## src/rtl/audio_ctrl_pkg.sv

```systemverilog
// Shared sizes, saturation limits and stage record for the audio stream controller.
// Also hosts the saturating noise adder used on both channels.
package audio_ctrl_pkg;

    localparam int DEPTH    = 4;
    localparam int SAMPLE_W = 24;
    localparam int NOISE_W  = 16;
    localparam int LVL_W    = $clog2(DEPTH + 1);
    localparam int PTR_W    = $clog2(DEPTH);
    localparam int PAIR_W   = 2 * SAMPLE_W;

    localparam logic [LVL_W-1:0]    LVL_FULL = LVL_W'(DEPTH);
    localparam logic [SAMPLE_W-1:0] MAX_S    = 24'h7FFFFF;
    localparam logic [SAMPLE_W-1:0] MIN_S    = 24'h800000;

    // Bit order matches key_n: [0] mute, [1] swap, [2] add noise.
    typedef struct packed {
        logic add_noise;
        logic swap;
        logic mute;
    } fx_t;

    typedef struct packed {
        fx_t                 fx;
        logic [NOISE_W-1:0]  noise;
        logic [SAMPLE_W-1:0] left;
        logic [SAMPLE_W-1:0] right;
    } stage_t;

    function automatic logic [SAMPLE_W-1:0] sat_add(input logic [SAMPLE_W-1:0] s,
                                                    input logic [NOISE_W-1:0]  n);
        logic [SAMPLE_W:0] sum;
        sum = {s[SAMPLE_W-1], s} + {{(SAMPLE_W-NOISE_W+1){n[NOISE_W-1]}}, n};
        // Top two bits disagree only on signed overflow; the top bit gives direction.
        if (sum[SAMPLE_W] != sum[SAMPLE_W-1]) begin
            return sum[SAMPLE_W] ? MIN_S : MAX_S;
        end
        return sum[SAMPLE_W-1:0];
    endfunction

endpackage

```

## src/rtl/sample_fifo.sv

```systemverilog
// DEPTH-entry FIFO of stereo pairs; head visible combinationally, level updated next cycle.
// Push when full and pop when empty are ignored; simultaneous push/pop keeps level.
module sample_fifo
    import audio_ctrl_pkg::*;
#(
    parameter int W = PAIR_W
) (
    input  logic             clk,
    input  logic             rst_n,
    input  logic             push,
    input  logic [W-1:0]     push_dat,
    input  logic             pop,
    output logic [W-1:0]     head_dat,
    output logic [LVL_W-1:0] level
);

    logic [W-1:0]     mem_q [DEPTH];
    logic [W-1:0]     mem_d [DEPTH];
    logic [PTR_W-1:0] wr_ptr_q, wr_ptr_d;
    logic [PTR_W-1:0] rd_ptr_q, rd_ptr_d;
    logic [LVL_W-1:0] level_q, level_d;
    logic             do_push, do_pop;

    always_comb begin
        do_push  = push && (level_q != LVL_FULL);
        do_pop   = pop && (level_q != '0);
        mem_d    = mem_q;
        wr_ptr_d = wr_ptr_q;
        rd_ptr_d = rd_ptr_q;
        level_d  = level_q;
        if (do_push) begin
            mem_d[wr_ptr_q] = push_dat;
            wr_ptr_d        = wr_ptr_q + 1'b1;
        end
        if (do_pop) begin
            rd_ptr_d = rd_ptr_q + 1'b1;
        end
        if (do_push && !do_pop) begin
            level_d = level_q + 1'b1;
        end else if (do_pop && !do_push) begin
            level_d = level_q - 1'b1;
        end
    end

    always_ff @(posedge clk or negedge rst_n) begin
        if (!rst_n) begin
            for (int i = 0; i < DEPTH; i++) begin
                mem_q[i] <= '0;
            end
            wr_ptr_q <= '0;
            rd_ptr_q <= '0;
            level_q  <= '0;
        end else begin
            mem_q    <= mem_d;
            wr_ptr_q <= wr_ptr_d;
            rd_ptr_q <= rd_ptr_d;
            level_q  <= level_d;
        end
    end

    assign head_dat = mem_q[rd_ptr_q];
    assign level    = level_q;

endmodule

```

## src/rtl/audio_stream_ctrl.sv

```systemverilog
// Codec ADC->DAC sample pump with key effects (swap, mute-left, saturating noise); read-to-write 2 cycles min.
// Reads stop once buffer + stage hold DEPTH samples; write_ready low simply holds the buffer.
module audio_stream_ctrl
    import audio_ctrl_pkg::*;
(
    input  logic                CLOCK_50,
    input  logic                reset_n,
    input  logic                read_ready,
    input  logic [SAMPLE_W-1:0] readdata_left,
    input  logic [SAMPLE_W-1:0] readdata_right,
    input  logic                write_ready,
    input  logic [2:0]          key_n,
    input  logic [NOISE_W-1:0]  noise,
    output logic                read,
    output logic                write,
    output logic [SAMPLE_W-1:0] writedata_left,
    output logic [SAMPLE_W-1:0] writedata_right,
    output logic [LVL_W-1:0]    fifo_level,
    output logic [15:0]         sample_cnt,
    output logic [15:0]         stall_cnt
);

    logic [2:0]          key_meta_q, key_meta_d;
    logic [2:0]          key_sync_q, key_sync_d;
    stage_t              stage_q, stage_d;
    logic                stage_vld_q, stage_vld_d;
    logic [15:0]         sample_cnt_q, sample_cnt_d;
    logic [15:0]         stall_cnt_q, stall_cnt_d;

    fx_t                 fx;
    logic [SAMPLE_W-1:0] proc_l, proc_r;
    logic [LVL_W-1:0]    level_w, occ;
    logic [PAIR_W-1:0]   head_w;

    sample_fifo #(.W(PAIR_W)) u_fifo (
        .clk      (CLOCK_50),
        .rst_n    (reset_n),
        .push     (stage_vld_q),
        .push_dat ({proc_l, proc_r}),
        .pop      (write),
        .head_dat (head_w),
        .level    (level_w)
    );

    always_comb begin
        // The staged sample is counted so a read is never accepted without a free slot for it.
        occ   = level_w + LVL_W'(stage_vld_q);
        read  = reset_n && read_ready && (occ < LVL_FULL);
        write = reset_n && write_ready && (level_w != '0);

        key_meta_d  = key_n;
        key_sync_d  = key_meta_q;
        stage_d     = stage_q;
        stage_vld_d = read;
        if (read) begin
            stage_d.fx    = fx_t'(~key_sync_q);
            stage_d.noise = noise;
            stage_d.left  = readdata_left;
            stage_d.right = readdata_right;
        end

        fx     = stage_q.fx;
        proc_l = fx.swap ? stage_q.right : stage_q.left;
        proc_r = fx.swap ? stage_q.left  : stage_q.right;
        if (fx.mute) begin
            proc_l = '0;
        end
        if (fx.add_noise) begin
            proc_l = sat_add(proc_l, stage_q.noise);
            proc_r = sat_add(proc_r, stage_q.noise);
        end

        sample_cnt_d = write ? sample_cnt_q + 16'd1 : sample_cnt_q;
        stall_cnt_d  = stall_cnt_q;
        if (read_ready && !read && (stall_cnt_q != 16'hFFFF)) begin
            stall_cnt_d = stall_cnt_q + 16'd1;
        end
    end

    // Synchronizers reset to the released level so no effect is active out of reset.
    always_ff @(posedge CLOCK_50 or negedge reset_n) begin
        if (!reset_n) begin
            key_meta_q   <= 3'b111;
            key_sync_q   <= 3'b111;
            stage_q      <= '0;
            stage_vld_q  <= 1'b0;
            sample_cnt_q <= '0;
            stall_cnt_q  <= '0;
        end else begin
            key_meta_q   <= key_meta_d;
            key_sync_q   <= key_sync_d;
            stage_q      <= stage_d;
            stage_vld_q  <= stage_vld_d;
            sample_cnt_q <= sample_cnt_d;
            stall_cnt_q  <= stall_cnt_d;
        end
    end

    assign writedata_left  = (level_w != '0) ? head_w[PAIR_W-1:SAMPLE_W] : '0;
    assign writedata_right = (level_w != '0) ? head_w[SAMPLE_W-1:0]      : '0;
    assign fifo_level      = level_w;
    assign sample_cnt      = sample_cnt_q;
    assign stall_cnt       = stall_cnt_q;

endmodule

```

## config.mk

```make
export PLATFORM = sky130hd
export DESIGN_NAME = audio_stream_ctrl
export DESIGN_NICKNAME = d
export VERILOG_FILES = /design/src/rtl/audio_ctrl_pkg.sv /design/src/rtl/sample_fifo.sv /design/src/rtl/audio_stream_ctrl.sv
export SDC_FILE = /design/constraint.sdc
export NUM_CORES = 1
export LEC_CHECK = 0
export CORE_ASPECT_RATIO = 0.8
export CORE_MARGIN = 5
export CORE_UTILIZATION = 50
export DETAILED_ROUTE_END_ITERATION = 12
export PLACE_DENSITY_LB_ADDON = 0.25
export SLEW_MARGIN = 30
export SYNTH_ARGS = -nofsm -noshare
export SYNTH_HDL_FRONTEND = slang
export SYNTH_SLANG_ARGS = --single-unit
```

## constraint.sdc

```tcl
create_clock -name CLOCK_50 -period 3.95 [get_ports CLOCK_50]
set_clock_uncertainty 0.05 [all_clocks]
set_input_delay 0.9875 -clock CLOCK_50 [delete_from_list [all_inputs] [get_ports CLOCK_50]]
set_output_delay 0.9875 -clock CLOCK_50 [all_outputs]
set_load 0.02 [all_outputs]
```

==> results_dict.tcl <==
set metrics [dict create \
    tightestPinTransition_ps 870.5 \
    overflow 0 \
    synth_most_common_cell "dfrtp_1" \
    synth-edff-count 0 \
    crit_arrival_ps 4260 \
    crit_fanout 27 \
    ys.flop_type "dfrtp_1" \
    root_buffer "clkbuf_16" \
    synth_cell_types 77 \
    fin_nets 1953 \
    syn_nets 1791 \
    start_kind "register" \
    period_needed_ps 3860 \
    cts_tree "built" \
    yosysWarningCount 0 \
    htreeDepth 2 \
    clk_pin_slew_ps 60 \
    row_count 61 \
    antenna-diode-count 0 \
    path_cells "buf_12, mux2_2, ha_1, inv_1, fa_1, nand2b_1, a21o_1, a31o_1, a221oi_2, or3_1, buf_4, o211ai_1, a21oi_1, mux2_2" \
    multi_input_area_um2 9265 \
    regArea_um2 7646 \
    report.final.slew_viol_count 0 \
    grt_antenna_before_repair 0 \
    post-dp-hpwl_um 36100 \
    yosysSeqAreaShare_pct 43.99 \
    instances_no_fill 2320 \
    syn_inst 1662 \
    ys_top_cells_by_count "dfrtp_1, nand2_1, mux2_2" \
    ys_async_sr_fraction_pct 100.0 \
    vias 13640 \
    rsz0062_at_grt "yes" \
    crit_top_cell "mux2_2" \
    relSlewSlack_pct 41.35 \
    ios 156 \
    drive_gt1_share_pct 19.70 \
    setup_tns_ps 0 \
    initial_utilization_pct 50.34 \
    die_area_um2 38590 \
    synthTopCellsByArea "dfrtp_1, mux2_2, mux4_2" \
    critPathSlowestCell "dfrtp_2" \
    ant_nets 0 \
    gp_congestion 0.9642 \
    core-area_um2 34500 \
    hold_viol_final 0 \
    crit_type "register to register" \
    drc_errors 0 \
    synth-seq-cells 305 \
    numCtsBuffers 34 \
    grt_pass1_wl_um 77510 \
    max_freq_ghz 0.2591 \
    port_buffers 155 \
    die_x_um 218.4 \
    setup_viol 0 \
    status "complete, no violations" \
    dr.pass1.iters 5 \
    clockBufferDepth 3 \
    endpoint_kind "register" \
    synth_top_area_share_pct 43.08 \
    drtIter0Drc 1262 \
    cp_slowest_stage_delay_ps 440 \
    worstHoldPathType "register to register" \
    grt_max_degree 174 \
    syn_to_final_growth_pct 20.48 \
    grt_pass1_vias 13450 \
    dp.cells 2253 \
    routedWlPerCell_um 21.28 \
    cts_sinks 305 \
    track_usage_pct 25.33 \
    post-route-period-util_pct 97.72 \
    post_synth.cell_area_avg_um2 10.45 \
    clock_latency_ps 520 \
    yosys.area.top_type "dfrtp_1" \
    syn-cell-area_um2 17370 \
    crit_buf_inv 3 \
    crit_required_ps 4350 \
    die_h_um 176.7 \
    via_per_inst 5.878 \
    wirelength_um 49370 \
    crit_family "compound AO/OA/AOI/OAI gates" \
    nFillCells 2941 \
    drv_cap 0 \
]
==> layout make-up <==
type | instances | area share (%)
Multi-Input combinational cell | 1237 | 44.28
Clock buffer | 45 | 4.508
Tap cell | 472 | 2.822
Inverter | 25 | 0.4485
Sequential cell | 305 | 36.54
Timing Repair Buffer | 221 | 10.48
Clock inverter | 15 | 0.9268
==> flip-flops by register name (all words and copies together) (netlist names) <==
signal / count
u_fifo.level: 3
u_fifo.wr_ptr_q: 2
key_sync_q: 3
sample_cnt: 16
stall_cnt: 16
u_fifo.rd_ptr_q: 2
stage_q: 64
fx: 3
u_fifo.mem_q: 192
stage_vld_q: 1
key_meta_q: 3
==> worst paths after layout <==
check                                   startpoint                            end  slack [ps]  cells past startpoint
max in group asynchronous                  reset_n  u_fifo.mem_q[154]$_DFFE_PN0P_        2080                      3
max                              fx[1]$_DFFE_PN0P_    u_fifo.mem_q[4]$_DFFE_PN0P_          90                     14
min reg2reg                key_meta_q[1]$_DFF_PN1_        key_sync_q[1]$_DFF_PN1_         300                      0
min in group asynchronous                  reset_n      sample_cnt[6]$_DFFE_PN0P_         440                      2
max reg2reg                      fx[1]$_DFFE_PN0P_    u_fifo.mem_q[4]$_DFFE_PN0P_          90                     14
min                        key_meta_q[1]$_DFF_PN1_        key_sync_q[1]$_DFF_PN1_         300                      0
==> placed cells by master, fill, tap and decap left out, drive strengths merged, types with 4 or more instances in the layout <==
cell           Yosys  layout
mux4              48      48
and4               6       6
clkinv             0       7
a211o              8       8
or3                7       7
nor2b              5       5
nand2b            12      12
buf               32      67
xnor2             50      50
o21ai             93      93
a211oi            25      25
bufinv             0       4
nor2             105     105
clkdlybuf4s50      0     154
xor2              20      20
a21oi             98      98
nand3             33      33
o211ai            23      23
a31oi             11      11
a21o              20      20
ha                55      55
nand4              9       9
dfstp              6       6
o31ai             62      62
o21a               9       9
mux2             141     141
a22o               4       4
clkbuf            63      45
inv               25      26
nor3              13      13
dfrtp            299     299
nand2            241     241
mux2i             25      25
and3              11      11
and2              57      57
==> through the flow <==
stage / hold slack (ps) / util (%) / setup WS, ps / cell area, um2
floorplan: 295.2 / - / 107.2 / 17370
global placement: 296.1 / 57.10 / 162.6 / 19700
detailed placement: 299.5 / 57.10 / 138.1 / 19700
CTS: 306.2 / 60.39 / 104.8 / 20840
global route: 309.4 / 60.66 / -93.75 / 20930
finish: 301.4 / 60.66 / 89.94 / 20930
==> routing by layer <==
| layer | vias to the layer above | wire [um] | GRT usage (%) |
|---|---|---|---|
| li1 | 6333 | - | - |
| met1 | 6762 | 22490 | 38.08 |
| met2 | 468 | 22190 | 38.25 |
| met3 | 73 | 3518 | 4.549 |
| met4 | 0 | 1171 | 6.566 |
| met5 | - | 0 | 0 |
==> cells by family after synthesis <==
logic type	synth area share, %
buffers and inverters	2.824
muxes	16.81
adders and majority gates	4.366
xor gates and xnor gates	3.530
and+or+nand+nor	13.38
AOI/OAI and AO/OA	15.11
DFF	43.99
==> timing repair <==
| item | 4_1_cts | 5_1_grt |
|---|---|---|
| setup buffers | 0 | 6 |
| endpoints found under the setup margin | 0 | 62 |
| resized for setup | 0 | 5 |
| hold buffers | 0 | 0 |
| endpoints found under the hold margin | 0 | 0 |
Power is left out: the tool's default activity adds up to more than one toggle a clock period on the data nets, which glitch-free logic cannot reach.
